## src/rtl/dlbf_coeffs_pkg.sv

```systemverilog
// dlbf_coeffs_pkg: shared defaults, FSM state encodings and the FIFO entry layout for the coeffs reader.
package dlbf_coeffs_pkg;
   localparam int DEF_DATA_WIDTH   = 128;
   localparam int DEF_ADDR_WIDTH   = 16;
   localparam int DEF_CNT_WIDTH    = 12;
   localparam int DEF_BRAM_LATENCY = 2;
   typedef logic [1:0] state_t;
   localparam state_t ST_IDLE  = 2'd0;
   localparam state_t ST_RUN   = 2'd1;
   localparam state_t ST_DRAIN = 2'd2;
   localparam state_t ST_DONE  = 2'd3;
   typedef struct packed {
      logic                      last;
      logic [DEF_DATA_WIDTH-1:0] data;
   } coeff_entry_t;
endpackage

```

## src/rtl/dlbf_coeffs_skid_fifo.sv

```systemverilog
// dlbf_coeffs_skid_fifo: {tlast,tdata} FIFO feeding a registered AXIS output; an empty FIFO is bypassed.
module dlbf_coeffs_skid_fifo #(
   parameter int WIDTH = 129,
   parameter int DEPTH = 4,
   localparam int PW = DEPTH > 1 ? $clog2(DEPTH) : 1,
   localparam int CW = $clog2(DEPTH + 1)
) (
   input  logic             clk,
   input  logic             rst_n,
   input  logic             flush,
   input  logic             wr_en,
   input  logic [WIDTH-1:0] wr_data,
   output logic [CW-1:0]    count,
   output logic [WIDTH-1:0] out_data,
   output logic             out_valid,
   input  logic             out_ready
);
   logic [WIDTH-1:0] mem_q [DEPTH];
   logic [PW-1:0] rd_ptr_q, rd_ptr_d, wr_ptr_q, wr_ptr_d;
   logic [CW-1:0] count_q, count_d;
   logic [WIDTH-1:0] out_data_q, out_data_d;
   logic out_valid_q, out_valid_d, out_free, pop, bypass, push;

   function automatic logic [PW-1:0] nxt(input logic [PW-1:0] p);
      return p == PW'(DEPTH - 1) ? '0 : p + PW'(1);
   endfunction

   always_comb begin
      out_free = ~out_valid_q | out_ready;
      pop = out_free & count_q != '0;
      bypass = out_free & count_q == '0 & wr_en;
      push = wr_en & ~bypass & ~flush;
      rd_ptr_d = pop ? nxt(rd_ptr_q) : rd_ptr_q;
      wr_ptr_d = push ? nxt(wr_ptr_q) : wr_ptr_q;
      count_d = count_q + CW'(push) - CW'(pop);
      out_valid_d = ~out_free | pop | bypass;
      out_data_d = pop ? mem_q[rd_ptr_q] : bypass ? wr_data : out_data_q;
      if (flush) begin
         rd_ptr_d = '0;
         wr_ptr_d = '0;
         count_d = '0;
         out_valid_d = 1'b0;
         out_data_d = '0;
      end
   end

   always_ff @(posedge clk)
      if (push) mem_q[wr_ptr_q] <= wr_data;

   always_ff @(posedge clk or negedge rst_n)
      if (!rst_n) begin
         rd_ptr_q <= '0;
         wr_ptr_q <= '0;
         count_q <= '0;
         out_valid_q <= 1'b0;
         out_data_q <= '0;
      end else begin
         rd_ptr_q <= rd_ptr_d;
         wr_ptr_q <= wr_ptr_d;
         count_q <= count_d;
         out_valid_q <= out_valid_d;
         out_data_q <= out_data_d;
      end

   assign count = count_q;
   assign out_data = out_data_q;
   assign out_valid = out_valid_q;
endmodule

```

## src/rtl/dlbf_coeffs_maxis_reader.sv

```systemverilog
// dlbf_coeffs_maxis_reader: reads coefficient words from BRAM port B and streams them on AXI4-Stream.
// Define DLBF_COEFFS_BEAT_CNT_EN to add the saturating beat_count output.
module dlbf_coeffs_maxis_reader
   import dlbf_coeffs_pkg::*;
#(
   parameter int DATA_WIDTH   = DEF_DATA_WIDTH,
   parameter int ADDR_WIDTH   = DEF_ADDR_WIDTH,
   parameter int CNT_WIDTH    = DEF_CNT_WIDTH,
   parameter int BRAM_LATENCY = DEF_BRAM_LATENCY,
   parameter int FIFO_DEPTH   = 4
) (
`ifdef DLBF_COEFFS_BEAT_CNT_EN
   output logic [31:0]           beat_count,
`endif
   input  logic                  m_axis_clk,
   input  logic                  m_axis_rst_n,
   input  logic                  soft_rst,
   input  logic                  go,
   input  logic [CNT_WIDTH-1:0]  niter,
   input  logic [CNT_WIDTH-1:0]  block_size,
   input  logic [ADDR_WIDTH-1:0] rollover_addr,
   output logic                  enb,
   output logic [ADDR_WIDTH-1:0] addrb,
   input  logic [DATA_WIDTH-1:0] doutb,
   output logic [DATA_WIDTH-1:0] m_axis_tdata,
   output logic                  m_axis_tvalid,
   input  logic                  m_axis_tready,
   output logic                  m_axis_tlast,
   output logic                  done
);
   localparam int CW = $clog2(FIFO_DEPTH + 1);
   localparam int OW = $clog2(FIFO_DEPTH + BRAM_LATENCY + 2) + 1;

   state_t state_q, state_d;
   logic go_q, done_q, done_d;
   logic [CNT_WIDTH-1:0] niter_q, niter_d, bs_q, bs_d, word_q, word_d, iter_q, iter_d, word, iter;
   logic [ADDR_WIDTH-1:0] roll_q, roll_d, rd_addr_q, rd_addr_d, addrb_q, addrb_d, rd_addr;
   logic [BRAM_LATENCY:0] vld_q, vld_d, tag_q, tag_d;
   logic [CW-1:0] fifo_count;
   logic [OW-1:0] inflight;
   logic [DATA_WIDTH:0] out_word;
   logic start, zero, issue, blk_end, run_end, drain_exit;

   always_comb begin
      start = go & ~go_q & (state_q == ST_IDLE | state_q == ST_DONE);
      zero = niter == '0 | block_size == '0;
      niter_d = start ? niter : niter_q;
      bs_d = start ? block_size : bs_q;
      roll_d = start ? rollover_addr : roll_q;
      word = start ? '0 : word_q;
      iter = start ? '0 : iter_q;
      rd_addr = start ? '0 : rd_addr_q;
      inflight = '0;
      for (int i = 0; i <= BRAM_LATENCY; i++) inflight = inflight + OW'(vld_q[i]);
      // Credit: every read in flight already owns a FIFO slot, so back-pressure can never overflow it.
      issue = (state_q == ST_RUN | start & ~zero) & (OW'(fifo_count) + inflight < OW'(FIFO_DEPTH));
      blk_end = word == bs_d - CNT_WIDTH'(1);
      run_end = blk_end & iter == niter_d - CNT_WIDTH'(1);
      drain_exit = state_q == ST_DRAIN & inflight == '0 & fifo_count == '0 & (~m_axis_tvalid | m_axis_tready);
      state_d = start & zero ? ST_DONE : issue & run_end ? ST_DRAIN : start ? ST_RUN : drain_exit ? ST_DONE : state_q;
      rd_addr_d = issue ? (rd_addr == roll_d ? '0 : rd_addr + ADDR_WIDTH'(1)) : rd_addr;
      word_d = issue ? (blk_end ? '0 : word + CNT_WIDTH'(1)) : word;
      iter_d = issue & blk_end ? iter + CNT_WIDTH'(1) : iter;
      addrb_d = issue ? rd_addr : addrb_q;
      vld_d = {vld_q[BRAM_LATENCY-1:0], issue};
      tag_d = {tag_q[BRAM_LATENCY-1:0], issue & blk_end};
      done_d = ~start & (state_q == ST_DONE | drain_exit);
      if (soft_rst) begin
         state_d = ST_IDLE;
         addrb_d = '0;
         done_d = 1'b0;
         vld_d = '0;
      end
   end

   always_ff @(posedge m_axis_clk or negedge m_axis_rst_n)
      if (!m_axis_rst_n) begin
         state_q <= ST_IDLE;
         go_q <= 1'b0;
         done_q <= 1'b0;
         niter_q <= '0;
         bs_q <= '0;
         roll_q <= '0;
         word_q <= '0;
         iter_q <= '0;
         rd_addr_q <= '0;
         addrb_q <= '0;
         vld_q <= '0;
         tag_q <= '0;
      end else begin
         state_q <= state_d;
         go_q <= go;
         done_q <= done_d;
         niter_q <= niter_d;
         bs_q <= bs_d;
         roll_q <= roll_d;
         word_q <= word_d;
         iter_q <= iter_d;
         rd_addr_q <= rd_addr_d;
         addrb_q <= addrb_d;
         vld_q <= vld_d;
         tag_q <= tag_d;
      end

   dlbf_coeffs_skid_fifo #(.WIDTH(DATA_WIDTH + 1), .DEPTH(FIFO_DEPTH)) u_fifo (
      .clk(m_axis_clk),
      .rst_n(m_axis_rst_n),
      .flush(soft_rst),
      .wr_en(vld_q[BRAM_LATENCY]),
      .wr_data({tag_q[BRAM_LATENCY], doutb}),
      .count(fifo_count),
      .out_data(out_word),
      .out_valid(m_axis_tvalid),
      .out_ready(m_axis_tready)
   );

   assign {m_axis_tlast, m_axis_tdata} = out_word;
   assign enb = vld_q[0];
   assign addrb = addrb_q;
   assign done = done_q;

`ifdef DLBF_COEFFS_BEAT_CNT_EN
   logic [31:0] beat_q, beat_d;
   always_comb
      beat_d = soft_rst | start ? '0 : m_axis_tvalid & m_axis_tready & ~&beat_q ? beat_q + 32'd1 : beat_q;
   always_ff @(posedge m_axis_clk or negedge m_axis_rst_n)
      if (!m_axis_rst_n) beat_q <= '0;
      else beat_q <= beat_d;
   assign beat_count = beat_q;
`endif
endmodule

```

## config.mk

```make
export PLATFORM = sky130hd
export DESIGN_NAME = dlbf_coeffs_maxis_reader
export DESIGN_NICKNAME = d
export VERILOG_FILES = /design/src/rtl/dlbf_coeffs_pkg.sv /design/src/rtl/dlbf_coeffs_skid_fifo.sv /design/src/rtl/dlbf_coeffs_maxis_reader.sv
export SDC_FILE = /design/constraint.sdc
export NUM_CORES = 1
export LEC_CHECK = 0
export CAP_MARGIN = 20
export CORE_ASPECT_RATIO = 0.75
export CORE_UTILIZATION = 45
export CTS_CLUSTER_DIAMETER = 80
export DETAILED_ROUTE_END_ITERATION = 6
export DONT_BUFFER_PORTS = 1
export PLACE_DENSITY_LB_ADDON = 0.08
export SYNTH_ARGS = -nofsm -noshare
export SYNTH_HDL_FRONTEND = slang
export SYNTH_HIERARCHICAL = 1
export SYNTH_SLANG_ARGS = --single-unit
```

## constraint.sdc

```tcl
create_clock -name m_axis_clk -period 12.5 [get_ports m_axis_clk]
set_clock_uncertainty 0.05 [all_clocks]
set_input_delay 3.125 -clock m_axis_clk [delete_from_list [all_inputs] [get_ports m_axis_clk]]
set_output_delay 3.125 -clock m_axis_clk [all_outputs]
set_load 0.03 [all_outputs]
```

### Word-level counts from Yosys, hierarchy flattened

Memory sizes are Yosys's and may differ from the RTL's.
Cells that the tools add are included.

* latch bits: 0
* memories: 1
* RAM bits: 516
* register bits after elaboration: 243
* bits in read-only memories: 0

* $add $sub $neg: 12
* magnitude comparators: 1
* bitwise operators: 31
* eq/ne operators: 8
* shift-type cells: 0
* reduce and logical (&&, ||, !) cells: 11
* div/mod/pow operators: 0
* multiplexer cells: 33
* multipliers: 0

Memory list
* u_fifo.mem_q: words 4, width 129, rd ports 1, clocked after Yosys merged registers in 0, wr ports 1, line dlbf_coeffs_skid_fifo.sv:18 `logic [WIDTH-1:0] mem_q [DEPTH];`

Operator list (number)
* 2-to-1 mux 129 bit: 3
* 2-to-1 mux 16 bit: 6
* 2-to-1 mux 12 bit: 7
* adder 12 x 1 -> 12 bit (second input constant): 2
* equality test 12 bit: 2
* zero test 12 bit: 2
* subtractor 12 x 1 -> 12 bit (second input constant): 2
* 2-to-1 mux 2 bit: 11
* bitwise AND 1 bit: 17
* adder 16 x 1 -> 16 bit (second input constant): 1
* equality test 16 bit: 1
* equality test 2 bit (second input constant): 4
* NOT 1 bit: 7
* OR 1 bit: 7
* 2-to-1 mux 3 bit: 2
* nonzero test 2 bit: 3
* nonzero test 3 bit: 2
* nonzero test 5 bit: 1
* adder 2 x 1 -> 2 bit (second input constant): 2
* adder 3 x 3 -> 4 bit: 1
* zero test 4 bit: 1
* < comparator 4 x 3 -> 1 bit (second input constant): 1
* 2-to-1 mux 1 bit: 4
* adder 2 x 1 -> 3 bit: 1
* 6 further kinds: 6

### Logic depth before layout (Yosys ltp)

* depth in word-level cells: 11
* depth in mapped cells: 21
* depth with buffers taken out: 13

### Cells and area by module

Netlist, hierarchy kept.

By module, submodules not included
* dlbf_coeffs_skid_fifo: instances 1, area an instance 25908.6 µm², cells each 1442
* dlbf_coeffs_maxis_reader: instances 1, area an instance 5886.9 µm², cells each 676

### Worst setup path after synthesis

Ideal clock, no wire load.

* kind: input to register
* start point: in go
* end point: reg iter_q[7]
* setup slack: 4.616 ns
* stages on the path: 16
* setup time: 0.078 ns
* arrival: 7.756 ns
* data required time: 12.372 ns
* path through: nand3b_1 > clkbuf_1 > clkbuf_1 > buf_1 > clkbuf_1 > clkbuf_1 > buf_1 > mux2i_1 > ha_1 > xnor3_1 > a211o_1 > or4_1 > or4_4 > buf_6 > or3_1 > a21oi_1

* word-level cells in the longest chain between the ends: 7

RTL lines
* from (decl): line dlbf_coeffs_maxis_reader.sv:18 `input logic go,`
* bitwise AND 1 bit * (2 in a row): line dlbf_coeffs_maxis_reader.sv:45 `start = go & ~go_q & (state_q == ST_IDLE | state_q == ST_DONE);`
* 2-to-1 mux 12 bit or bitwise AND 1 bit (tied branches): line dlbf_coeffs_maxis_reader.sv:48, dlbf_coeffs_maxis_reader.sv:56
* subtractor 12 x 1 -> 12 bit or OR 1 bit (tied branches): line dlbf_coeffs_maxis_reader.sv:57, dlbf_coeffs_maxis_reader.sv:56
* equality test 12 bit or bitwise AND 1 bit (tied branches): line dlbf_coeffs_maxis_reader.sv:57, dlbf_coeffs_maxis_reader.sv:56
* bitwise AND 1 bit: line dlbf_coeffs_maxis_reader.sv:63 `iter_d = issue & blk_end ? iter + CNT_WIDTH'(1) : iter;`
* 2-to-1 mux 12 bit *: line dlbf_coeffs_maxis_reader.sv:63
* named net iter_d[7]: line dlbf_coeffs_maxis_reader.sv:36 `logic [CNT_WIDTH-1:0] niter_q, niter_d, bs_q, bs_d, word_q, word_d, iter_q, iter_d, word, iter;`
* to (signal assigned): line dlbf_coeffs_maxis_reader.sv:98 `iter_q <= iter_d;`
* to (decl): line dlbf_coeffs_maxis_reader.sv:36

Mark *: on every way through the listed nets, which the timed path passes. The rest lies on a longest branch.
A chain may end at the register's enable or synchronous reset.

### Final worst setup path

* start point: in go
* end point: reg iter_q[10]

The elaborated chain is that of the path after synthesis.

==> results.yml <==
timing:
  total_negative_setup_slack_ps: 0
  finalHoldViolations: 0
  grt_setup_unrepaired: "false"
  timing.hold.ws_ps: 303.4
  drv_slew: 0
  max_freq_mhz: 169.0
  post-route-period-util_pct: 47.35
  timing.slew.headroom_pct: 30.69
  min_period_ps: 5919
  setup_viol: 0
  worst_pin_slew_ps: 1040
grt:
  overflow: 0
  grt_max_degree: 244
  vias_in_the_first_global_route: 17910
  global_route.usage.total_pct: 20.88
  antenna_found_initial: 2
  grt_first_pass_wirelength_um: 112300
place:
  globalplace.congestion: 0.8178
  dpl_cell_area_mm2: 0.03251
  place_hpwl_um: 41260
  numPortBuffers: 0
synth:
  synth_async_sr_flop_share_pct: 32.02
  synth-main-ff-cell: "sky130_fd_sc_hd__edfxtp_1"
  yosys.area.top_type_share_pct: 48.73
  ys.warnings.count: 6
  synth.avg_cell_area_um2: 15.01
  synth-edff-count: 516
  mappedNetlistNets: 2309
  netlist_top_cells_area: "sky130_fd_sc_hd__edfxtp_1 (49%), sky130_fd_sc_hd__dfrtp_1 (19%), sky130_fd_sc_hd__mux4_2 (9.1%), sky130_fd_sc_hd__nand2_1 (4.8%), sky130_fd_sc_hd__a311oi_2 (4.7%)"
  synth.cell_area_mm2: 0.03180
  synth.lib_cells_used.distinct: 62
  synth_seq_area_share_pct: 67.86
  syn_inst: 2118
  synth_seq_cells: 759
  post-synth-top-area-cell: "sky130_fd_sc_hd__edfxtp_1"
critical_path:
  setup.worst_path.end: "iter_q[10]"
  cp-end-kind: "flip-flop"
  regToRegSetupSlack_ps: 8230
  regToRegEndpoint: "iter_q[10]"
  r2r.worst_path.cells: 12
  critPathMaxFanout: 32
  worstSetupStartpoint: "go"
  worst_r2r_startpoint: "state_q[0]"
  cp.arrival_ps: 6410
  cp-start-kind: "input pin"
  worstSetupPathType: "in -> reg"
  data_required_time_at_the_worst_endpoint_ps: 13000
clock_tree:
  clk_transition_reported_paths_ps: 60
  cts_hold_buf: 0
  cts_buffers: 78
  cts_tree: "built"
  cts.sinks: 759
  worstSkewPairLatency_ps: 630
  longest_clk_path_bufs: 3
  clk_root_buffer_cell: "sky130_fd_sc_hd__clkbuf_16"
  ctsHtreeMaxLevel: 3
  postCtsSetupRepairBufs: 0
  resized_after_cts: 0
status:
  run_status: "completed"
floorplanning:
  core_region_area_mm2: 0.07000
  floorplan.initialDensity_pct: 45.42
  die_area_mm2: 0.07173
  pin_count: 321
  num_rows: 84
  fp.dieH_um: 232.2
  dieWidth_um: 308.9
layout:
  final_layout_size_suffix_gt1_share_pct: 18.94
  final.fill_count: 5932
  area_growth_syn_to_layout_pct: 10.74
  n_antenna_cell: 0
  final_area_mm2: 0.03521
  multi_input_comb_area_mm2: 0.009454
  core_occupancy_in_the_finished_layout_pct: 50.30
  layout.nets: 2284
  final-seq-area_mm2: 0.02158
job:
  drv.max_cap_violation_count: 0
min_path:
  whs_path_depth: 0
  worstHoldPathType: "reg -> reg"
power_and_ir_drop:
  vdd.ir_drop.worst_mv: 0.1445
  power_per_cell_area_mw_per_mm2: 233.1
  leakage_power_of_the_design_uw: 0.01243
drt:
  wl_per_cell_um: 24.05
  num_vias: 17360
  ant_nets: 0
  firstDrtPassIters: 5
  drt_drc_violations_left: 0
  initialDrtViolationCount: 1198
  postRouteWirelength_um: 74660
  detail_route.vias_per_cell: 5.592
-- power breakdown --
part,internal [uW],leakage (uW),switching (uW),total (uW)
Sequential,2980,0.00783,800,3780
Clock,1390,0.00131,992,2380
Combinational,858,0.00329,1190,2050
-- layout by cell type, fill, tap and decap left out, drive strengths merged, types with 5 or more instances in the layout --
cell	netlist	final
a21oi	38	38
a311oi	130	130
a31oi	6	6
and2	10	10
and3	10	10
and4	5	5
buf	72	24
bufinv	0	5
clkbuf	57	112
clkinv	0	22
dfrtp	243	243
edfxtp	516	516
ha	16	16
inv	28	31
mux2i	11	11
mux4	129	129
nand2	410	410
nand2b	6	6
nand3	28	28
nand4	10	10
nor2	187	187
nor2b	5	5
nor3	21	21
nor3b	5	5
nor4	14	14
o21ai	28	28
or3	13	13
or4	5	5
xnor2	52	52
xor2	21	21
-- cell type report --
class	instances	share of cell area, %
Clock buffer	112	6.507
Multi-Input combinational cell	1202	26.85
Inverter	28	0.3056
Sequential cell	759	61.30
Clock inverter	34	1.070
Tap cell	946	3.362
Timing Repair Buffer	24	0.6041
-- stage by stage --
step	power, uW	cells	setup slack [ps]
global route	8619	3105	6408
CTS	8322	3104	6609
finish	8209	3105	6581
detailed placement	5905	2958	5916
global placement	5875	2958	6001
floorplan	5422	2118	4616
-- state kept, by name, summed over array words and instances (netlist names) --
signal	cells
u_fifo/mem_q	516
u_fifo/out_data	129
addrb	16
rd_addr_q	16
roll_q	16
bs_q	12
iter_q	12
niter_q	12
word_q	12
tag_q	3
u_fifo/count	3
vld_q	3
state_q	2
u_fifo/rd_ptr_q	2
u_fifo/wr_ptr_q	2
done	1
go_q	1
u_fifo/out_valid	1
-- logic make-up after synthesis --
| group | after synthesis | synth area share, % |
|---|---|---|
| flops | 759 | 67.86 |
| xor+xnor | 74 | 2.082 |
| simple gates | 742 | 9.944 |
| mux | 143 | 9.590 |
| compound gates | 225 | 7.276 |
| fa+ha+maj | 18 | 0.7555 |
| buf+inv | 157 | 2.495 |
-- metal layers --
metal / track usage, % / vias to the layer above / part of all wire, %
met2: 33.44 / 416 / 48
met3: 6.160 / 92 / 7.2
met1: 27.79 / 8979 / 43
met5: 0 / - / 0
li1: - / 7877 / -
met4: 5.647 / 0 / 2.0
-- synth_stat cells (all sizes together) (10+ instances only) --
master and number:
nor2 187, nand3 28, mux2i 11, and2 10, buf 72, and3 10, clkbuf 57, a21oi 38
nor4 14, nand2 410, dfrtp 243, mux4 129, xor2 21, edfxtp 516, nand4 10, xnor2 52
or3 13, inv 28, ha 16, nor3 21, a311oi 130, o21ai 28
-- critical path, cell delays in order --
cell,delay [ps]
sky130_fd_sc_hd__nand3b_1,60
sky130_fd_sc_hd__buf_4,320
sky130_fd_sc_hd__mux2i_1,290
sky130_fd_sc_hd__ha_1,300
sky130_fd_sc_hd__xnor3_1,420
sky130_fd_sc_hd__a211o_1,260
sky130_fd_sc_hd__or4_1,510
sky130_fd_sc_hd__or4_4,580
sky130_fd_sc_hd__or3_1,400
sky130_fd_sc_hd__a21oi_1,150
-- worst min-delay path by stage --
stage	start	slack, ps	end
2_1_floorplan	tag_q[0]	280	tag_q[1]
3_3_place_gp	tag_q[1]	290	tag_q[2]
3_5_place_dp	tag_q[1]	300	tag_q[2]
4_1_cts	tag_q[1]	310	tag_q[2]
5_1_grt	tag_q[1]	320	tag_q[2]
6_report	tag_q[1]	300	tag_q[2]
No activity file was read; power rests on OpenSTA's default activity.
